--- src/rtl/msg_sequencer.sv ---
// -----------------------------------------------------------------------------
// msg_sequencer
//
// Control stage for the sale terminal's 11-way display-pattern multiplexer.
// It steps the multiplexer select code through message slots 0..LAST_SEL.
// Each slot is shown for DWELL_CYCLES cycles with the mux enabled. It is then
// followed by BLANK_CYCLES cycles with the mux disabled (no gap when 0).
// Playback is one-shot or looping.
//
// Parameters
//   DWELL_CYCLES : cycles each slot is shown (>= 1)
//   BLANK_CYCLES : blank cycles after each slot (0 = no gap)
//   LAST_SEL     : final select code of a sequence (0..10)
//
// Ports
//   clk       in  : system clock, rising edge
//   rst_n     in  : asynchronous active-low reset
//   start     in  : start request, honoured only while idle
//   stop      in  : abort request, dominates every other event
//   loop      in  : 1 = wrap to slot 0 after LAST_SEL, 0 = one-shot
//   sel       out : 4-bit mux select code (registered)
//   mux_en    out : mux enable (registered)
//   busy      out : high while a sequence is showing or blanking
//   slot_tick out : one-cycle pulse on each slot advance or wrap
//   done      out : one-cycle pulse when a one-shot sequence completes
// -----------------------------------------------------------------------------
module msg_sequencer #(
  parameter int DWELL_CYCLES = 50_000_000,
  parameter int BLANK_CYCLES = 5_000_000,
  parameter int LAST_SEL     = 10
) (
  input  logic       clk,
  input  logic       rst_n,
  input  logic       start,
  input  logic       stop,
  input  logic       loop,
  output logic [3:0] sel,
  output logic       mux_en,
  output logic       busy,
  output logic       slot_tick,
  output logic       done
);

  // The counter only has to reach the longer of the two phase lengths.
  localparam int MAX_DB    = (DWELL_CYCLES > BLANK_CYCLES) ? DWELL_CYCLES : BLANK_CYCLES;
  localparam int CNT_RANGE = (MAX_DB > 2) ? MAX_DB : 2;
  localparam int CW        = $clog2(CNT_RANGE);

  localparam logic [CW-1:0] DWELL_END = CW'(DWELL_CYCLES - 1);
  localparam logic [CW-1:0] BLANK_END = CW'((BLANK_CYCLES > 0) ? BLANK_CYCLES - 1 : 0);
  localparam logic [3:0]    LAST      = 4'(LAST_SEL);
  localparam bit            HAS_GAP   = (BLANK_CYCLES > 0);

  typedef enum logic [1:0] {
    IDLE = 2'd0,
    SHOW = 2'd1,
    GAP  = 2'd2
  } state_t;

  state_t        state;
  logic [CW-1:0] cnt;
  logic          slot_end;

  // A slot ends at the last gap cycle. Without a gap, it ends at the last dwell cycle.
  assign slot_end = (state == SHOW && cnt == DWELL_END && !HAS_GAP) ||
                    (state == GAP  && cnt == BLANK_END);

  // NOTE: every register, including the counter, is cleared asynchronously so
  // the outputs drop the instant rst_n falls, without waiting for a clock.
  always_ff @(posedge clk or negedge rst_n) begin
    if (!rst_n) begin
      state     <= IDLE;
      cnt       <= '0;
      sel       <= '0;
      mux_en    <= 1'b0;
      busy      <= 1'b0;
      slot_tick <= 1'b0;
      done      <= 1'b0;
    end else begin
      // NOTE: non-blocking assignments throughout. The pulse defaults below are
      // overridden later in the same block, and the last assignment wins.
      slot_tick <= 1'b0;
      done      <= 1'b0;

      if (state != IDLE && stop) begin
        // Abort takes priority over any coincident slot advance.
        state  <= IDLE;
        cnt    <= '0;
        sel    <= '0;
        mux_en <= 1'b0;
        busy   <= 1'b0;
      end else begin
        unique case (state)
          IDLE: begin
            if (start && !stop) begin
              state  <= SHOW;
              cnt    <= '0;
              sel    <= '0;
              mux_en <= 1'b1;
              busy   <= 1'b1;
            end
          end

          SHOW, GAP: begin
            if (slot_end) begin
              cnt <= '0;
              if (sel < LAST) begin
                sel       <= sel + 4'd1;
                state     <= SHOW;
                mux_en    <= 1'b1;
                slot_tick <= 1'b1;
              end else if (loop) begin
                sel       <= '0;
                state     <= SHOW;
                mux_en    <= 1'b1;
                slot_tick <= 1'b1;
              end else begin
                sel    <= '0;
                state  <= IDLE;
                mux_en <= 1'b0;
                busy   <= 1'b0;
                done   <= 1'b1;
              end
            end else if (state == SHOW && cnt == DWELL_END) begin
              state  <= GAP;
              cnt    <= '0;
              mux_en <= 1'b0;
            end else begin
              cnt <= cnt + 1'b1;
            end
          end

          default: state <= IDLE;
        endcase
      end
    end
  end

endmodule

--- config.mk ---
export PLATFORM = sky130hd
export DESIGN_NAME = msg_sequencer
export DESIGN_NICKNAME = d
export VERILOG_FILES = /design/src/rtl/msg_sequencer.sv
export SDC_FILE = /design/constraint.sdc
export NUM_CORES = 1
export LEC_CHECK = 0
export CORE_MARGIN = 2
export CORE_UTILIZATION = 53
export CTS_CLUSTER_SIZE = 24
export DETAILED_ROUTE_END_ITERATION = 12
export GPL_ROUTABILITY_DRIVEN = 0
export PLACE_DENSITY = 0.85
export SETUP_SLACK_MARGIN = 0.02
export SKIP_LAST_GASP = 1
export SYNTH_ARGS = -nofsm -noshare
export SYNTH_HDL_FRONTEND = slang
export SYNTH_SLANG_ARGS = --single-unit
--- constraint.sdc ---
create_clock -name clk -period 2.1 [get_ports clk]
set_input_delay 0.21 -clock clk [delete_from_list [all_inputs] [get_ports clk]]
set_output_delay 0.21 -clock clk [all_outputs]
set_load 0.01 [all_outputs]
==> results of run 1 <==
-- timing repair --
item,4_1_cts,5_1_grt
gates resized for setup,1,9
setup buffers,0,4
gates cloned,0,0
pin swaps,0,2
setup endpoints to repair,2,21
-- synthesized netlist by cell type (4+ instances only) --
library cell and instances:
and4_1 4, dfrtp_1 36, ha_1 6, inv_1 4, nand2_1 19, nand3_1 13, nand4_1 11, nor2_1 31
o21ai_0 11, xnor2_1 4, xor2_1 20
-- logic make-up (layout without fill, tap and decap cells) --
| group | after synthesis | after routing | synth area share (%) |
|---|---|---|---|
| AOI/OAI and AO/OA | 29 | 29 | 9.82 |
| xor gates and xnor gates | 24 | 24 | 10.1 |
| adders and majority gates | 6 | 6 | 3.61 |
| buffers and inverters | 10 | 49 | 2.53 |
| DFF | 36 | 36 | 43.4 |
| muxes | 2 | 2 | 1.02 |
| and+or+nand+nor | 109 | 109 | 29.5 |
-- cells in the final DEF, fill, tap and decap left out, types with 7 or more instances in the layout --
| master | instances |
|---|---|
| buf_4 | 24 |
| clkbuf_8 | 7 |
| clkdlybuf4s50_1 | 12 |
| dfrtp_1 | 36 |
| nand2_1 | 19 |
| nand3_1 | 13 |
| nand4_1 | 11 |
| nor2_1 | 31 |
| o21ai_0 | 11 |
| xor2_1 | 20 |
-- worst max-delay path: stages (launching register included) --
cell and delay (ns):
dfrtp_1 0.40, or4b_4 0.55, nor4_4 0.21, buf_4 0.18, nor2_4 0.05, a211oi_4 0.19
mux2_1 0.36
-- flip-flops by register name, summed over array words and instances (netlist names) --
register and count:
mux_en 1, done 1, slot_tick 1, busy 1
sel 4, cnt 26, state 2
-- cell type report --
class	count	area [um^2]
multi-input combinational	170	1160
tap	48	60.1
fill	288	1130
clock inverter	1	30.0
sequential	36	901
clock buffer	7	96.3
timing repair buffer	37	320
inverter	4	15.0
-- stage by stage --
stage	cell area (um^2)	worst slack, ns
global route	2580	-0.0286
detailed placement	2390	-0.0218
CTS	2520	0.0380
finish	2580	0.0426
global placement	2390	0.0169
floorplan	2080	0.0331
-- routing by layer --
layer / wire (um) / part of all wire, % / global-route usage (%)
met2: 2500 / 51 / 41.8
met4: 86 / 1.8 / 6.89
met1: 2160 / 44 / 30.0
met3: 140 / 2.9 / 4.56
met5: 0 / 0 / 0
-- report_power, final --
group | switching, mW | internal [mW] | leakage [nW] | total (mW)
clock network | 0.240 | 0.419 | 0.0645 | 0.659
registers | 0.0587 | 0.766 | 0.494 | 0.824
logic | 0.677 | 0.561 | 0.547 | 1.24
total | 0.975 | 1.75 | 1.11 | 2.72
-- worst min path at each step --
stage                start      to
global route         rst_n  mux_en
global placement    cnt[1]  cnt[1]
CTS                  rst_n    done
detailed placement  cnt[1]  cnt[1]
finish               rst_n    done
floorplan            rst_n    busy
==> parameters.txt, run 1 <==
Parameter                              Value

Global route
  Wire length of the first global-routing pass    8010 um
  Number of global-route vias before repair    1737
  Global-route total usage across every layer    23.9%
  Leftover overflow at the end of global routing    0
  Number of antenna violations at the first check in global routing    0
  Largest net degree at the start of global routing    37

Logic synthesis
  Ys flop type    dfrtp_1
  Area leader, netlist    dfrtp_1
  Number of nets produced by synthesis    227
  Cell types occupying the most area after synthesis    dfrtp_1 (43%), xor2_1 (8.4%), nor2_1 (5.6%), ha_1 (3.6%), nand2_1 (3.4%)
  Proportion of register bits with asynchronous set or reset after synthesis    100%
  Synthesized area    2080 um^2
  Syn_area_per_cell    9.62 um^2
  Area fraction of the dominant cell type after synthesis    43.4%
  Post-synth EDFFs    0
  Flop and latch count out of synthesis    36
  Ys Warns    0
  Mapped Cells    216
  Synth cell types    47
  Share of synthesized area occupied by flip-flops and latches    43.4%

Routing
  Total number of vias    1772
  Number of iterations in the first detailed-routing pass    4
  Initial DRC count    93
  Routed wire per std cell    16.1 um
  Via density per instance    5.85
  Aggregate routed wire length    4880 um
  Remaining DRCs    0
  Post-route ant nets    0

Timing
  Post-route setup TNS    0 ns
  Post-Route Skew    0.00827 ns
  Worst-Margin Slew    0.442 ns
  Setup repair after global routing missed its margin    yes
  Number of failing setup endpoints in the final timing report    0
  Final clock period utilization by the worst path    98.0%
  Max transition margin    70.4%
  Achievable frequency    486 MHz
  Pins over their slew limit    0
  Hold_ws    0.349 ns
  Final Critical Period    2.06 ns
  Hold Vio Cnt, Final    0

Placement
  Cell count after placement    291
  Number of buffers inserted by port buffering    12
  DP HPWL    3390 um

Layout
  Syn-to-layout area delta    24.3%
  Count of antenna diodes in the layout    0
  Fraction of layout cells with a size suffix above 1    20.0%
  Util after Layout    69.5%
  Non-Filler Instances    303
  Final net count    265

CTS
  Number of buffers inserted during clock tree synthesis    5
  CTS clk-pin slew, worst paths    0.07 ns
  TritonCTS clock tree    done
  Number of buffers inserted by hold repair at cts    0
  Master cell of the clock root buffer    clkbuf_8
  Later-pin clock latency in the skew report    0.28 ns
  Max Root-Sink Buffers    2
  Count of clock tree sinks    36
  Number of H-tree levels    2

Floorplanning
  Y dimension of the die    66.6 um
  Die area    4440 um^2
  Effective utilization at floorplan    55.9%
  Number of rows in the core area    22
  Core ar.    3720 um^2
  Top-level I/O count    13
  Die W    66.6 um

Worst setup path
  Arrival time at the worst endpoint    2.22 ns
  Largest driver fanout on the critical path    4
  Endpoint of the lowest-slack register-to-register path    state[0]
  Startpoint of the most critical register-to-register path    cnt[16]
  CP required    2.26 ns
  Crit path kind    reg -> reg
  Crit start category    flip-flop
  Critical path startpoint    cnt[16]
  Crit. End Element    flip-flop
  Worst R2R Setup Slack    0.04 ns
  Setup crit end    state[0]
  Count of cells along the worst register-to-register path    6

Power
  Leakage dissipation    1.11 nW
  Total power density per cell area    1050 nW/um^2
  Total power    2.72 mW
  Peak supply drop    617 uV

Min path
  Class of the most critical hold timing path    in -> async

Run
  Max cap viols    0

Status
  Result of the run    finished, final reports clean
(Power assumes the default switching activity.)
==> inputs of run 2 (changes only) <==
--- a/config.mk
+++ b/config.mk
@@ -6,11 +6,11 @@
 export NUM_CORES = 1
 export LEC_CHECK = 0
 export CORE_MARGIN = 2
-export CORE_UTILIZATION = 53
+export CORE_UTILIZATION = 54
 export CTS_CLUSTER_SIZE = 24
 export DETAILED_ROUTE_END_ITERATION = 12
 export GPL_ROUTABILITY_DRIVEN = 0
-export PLACE_DENSITY = 0.85
+export PLACE_DENSITY = 0.84
 export SETUP_SLACK_MARGIN = 0.02
 export SKIP_LAST_GASP = 1
 export SYNTH_ARGS = -nofsm -noshare
==> constraint.sdc (replaced) <==
create_clock -name clk -period 1.9 [get_ports clk]
set_input_delay 0.19 -clock clk [delete_from_list [all_inputs] [get_ports clk]]
set_output_delay 0.19 -clock clk [all_outputs]
set_load 0.01 [all_outputs]
==> parameters.txt, run 2 (same netlist as run 1, synthesis figures left out) <==
Parameter                              Value

Timing
  Worst Slack Setup Final    -0.186 ns (-0.228 ns)
  Hold Vio Cnt, Final    0 (unchanged)
  Final Critical Period    2.09 ns (+0.0281 ns)
  Number of failing setup endpoints in the final timing report    34 (+34)
  Setup repair after global routing missed its margin    yes
  Max transition margin    58.8% (-12 points)
  Post-Route Skew    0.00530 ns (-0.00297 ns)
  Worst-Margin Slew    0.615 ns (+0.173 ns)
  Pins over their slew limit    0 (unchanged)
  Achievable frequency    479 MHz (-1.3%)
  Final clock period utilization by the worst path    110% (+12 points)

CTS
  Number of buffers inserted during clock tree synthesis    5 (unchanged)
  Max Root-Sink Buffers    2 (unchanged)
  Number of H-tree levels    2 (unchanged)
  CTS clk-pin slew, worst paths    0.07 ns (about the same)
  Count of clock tree sinks    36 (unchanged)
  TritonCTS clock tree    done
  Later-pin clock latency in the skew report    0.30 ns (+0.02 ns)
  Master cell of the clock root buffer    clkbuf_8

Global route
  Leftover overflow at the end of global routing    0 (unchanged)
  Largest net degree at the start of global routing    37 (unchanged)
  Global-route total usage across every layer    31.8% (+7.9 points)
  Wire length of the first global-routing pass    10100 um (+27%)
  Number of global-route vias before repair    1986 (+14%)
  Number of antenna violations at the first check in global routing    0 (unchanged)

Placement
  Post-placement worst setup slack    -0.330 ns (-0.308 ns)
  Cell count after placement    309 (+6.2%)
  DP HPWL    3610 um (+6.4%)
  Number of buffers inserted by port buffering    12 (unchanged)

Layout
  Most common cell after layout, fill and taps aside    buf_4
  Largest register by flop count    cnt
  Filler cell count in the final layout    208 (-28%)
  Most frequent cells in the layout    buf_4 (45), dfrtp_1 (36), nor2_1 (30)
  Area used by sequential logic in the layout    901 um^2 (unchanged)
  Final net count    294 (+11%)
  Fraction of layout cells with a size suffix above 1    35.2% (+15 points)
  Largest registers in the final layout    cnt (26), sel (4), state (2)
  Area used by multi-input combinational logic    1320 um^2 (+14%)
  Syn-to-layout area delta    44.3%
  Largest register FFs    26 (unchanged)
  Non-Filler Instances    332 (+9.6%)
  Count of antenna diodes in the layout    0 (unchanged)
  Util after Layout    81.2% (+12 points)

Power
  Switching share of power    36.9% (+1.1 points)
  Int Power    2.25 mW (+29%)
  Relative contribution of sequential cells to total power    25.6% (-4.7 points)
  Total power density per cell area    1190 nW/um^2 (+13%)
  Leakage dissipation    1.27 nW (+15%)
  Clock network fraction of total power    19.1% (-5.1 points)
  Comb pwr share    55.3% (+9.8 points)
  Peak supply drop    1090 uV (+76%)
  Sw Pwr    1.32 mW (+35%)

Floorplanning
  Y dimension of the die    66.0 um (-0.87%)
  Effective utilization at floorplan    56.3% (+0.42 points)
  Die W    66.0 um (-0.87%)
  Number of rows in the core area    22 (unchanged)
  Die area    4360 um^2 (-1.7%)
  Top-level I/O count    13 (unchanged)
  Core ar.    3690 um^2 (-0.74%)

Routing
  Initial DRC count    243 (+160%)
  Remaining DRCs    0 (unchanged)
  Aggregate routed wire length    7380 um (+51%)
  Total number of vias    2170 (+22%)
  Post-route ant nets    0 (unchanged)
  Routed wire per std cell    22.2 um (+38%)
  Via density per instance    6.54 (+12%)
  Number of iterations in the first detailed-routing pass    5 (+1)

Status
  Violations in the final reports    negative setup slack
  Result of the run    finished, violations left

Worst setup path
  Library cell appearing most often on the critical path    buf_4
  CP required    2.08 ns (-0.18 ns)
  Crit path max-delay family    buffers and inverters
  Worst path max stage delay    0.40 ns (-0.15 ns)
  Crit start category    flip-flop
  Slowest stage cell, crit path    dfrtp_1
  CP Cell Sequence    inv_2 -> buf_6 -> ha_4 -> nand3b_1 -> buf_4 -> a21oi_1 -> buf_4 -> buf_4 -> nand2_1 -> xor2_1 -> nor2_1
  Largest driver fanout on the critical path    7 (+3)
  Arrival time at the worst endpoint    2.26 ns (+0.04 ns)
  Crit path kind    reg -> reg
  Crit. End Element    flip-flop
  Crit path buf inv count    5 (+4)

Min path
  Class of the most critical hold timing path    in -> async

Run
  Max cap viols    0 (unchanged)
run 2: cell count changes in the layout (fill, tap and decap cells not counted), moves of 3 or more:
cell / change
buf_4: +21
buf_6: +6
nand3_1: -3
nor4bb_1: -3
xor2_1: -3
xor2_2: +3
run 2: power groups by stage:
| stage | Sequential [mW] | Clock [mW] | Combinational (mW) |
|---|---|---|---|
| 3_3_place_gp | 0.915 | 0 | 1.34 |
| 4_1_cts | 0.908 | 0.680 | 1.79 |
| 2_1_floorplan | 0.928 | 0 | 0.836 |
| 5_1_grt | 0.923 | 0.715 | 2.06 |
| 6_report | 0.912 | 0.681 | 1.97 |
| 3_5_place_dp | 0.922 | 0 | 1.37 |
run 2: through the flow:
stage / hold WS [ns] / area, um^2 / setup TNS [ns] / total power, mW
2_1_floorplan: -0.106 / 2100 / -0.998 / 1.76
3_3_place_gp: 0.502 / 2530 / -1.73 / 2.25
3_5_place_dp: 0.507 / 2530 / -3.85 / 2.30
4_1_cts: 0.315 / 2850 / -0.0731 / 3.38
5_1_grt: 0.361 / 3000 / -5.95 / 3.70
6_report: 0.314 / 3000 / -4.16 / 3.57
run 2: final cells by class:
cell class,instances,share of cell area [%]
Multi-Input combinational cell,170,43.9
Sequential cell,36,30.1
Timing Repair Buffer,66,19.8
Clock buffer,5,2.30
Tap cell,48,2.00
Clock inverter,3,1.42
Inverter,4,0.501
run 2: final timing paths:
| kind | end | from | slack, ns | depth (start not counted) |
|---|---|---|---|---|
| worst max-delay path | cnt[8] | state[1] | -0.19 | 11 |
| max in group asynchronous | cnt[2] | rst_n | 1.27 | 2 |
| worst min-delay path | state[1] | rst_n | 0.31 | 2 |
| worst min register to register | mux_en | mux_en | 0.55 | 1 |
| worst max register to register | cnt[8] | state[1] | -0.19 | 11 |
| min in group clk | done | loop | 0.52 | 2 |
run 2: what timing repair did:
action | CTS | global route
pin swaps | 15 | 7
gates cloned | 1 | 0
gates resized for setup | 24 | 21
setup endpoints to repair | 34 | 36
setup buffers | 10 | 5
hold buffers | 0 | 0
run 2: layer usage:
layer	up-vias	share of wire, %	global-route usage, %
met3	59	9.9	5.79
met5	-	0	0
met2	171	47	53.2
met1	1043	38	41.0
met4	0	4.9	12.5
li1	897	-	-
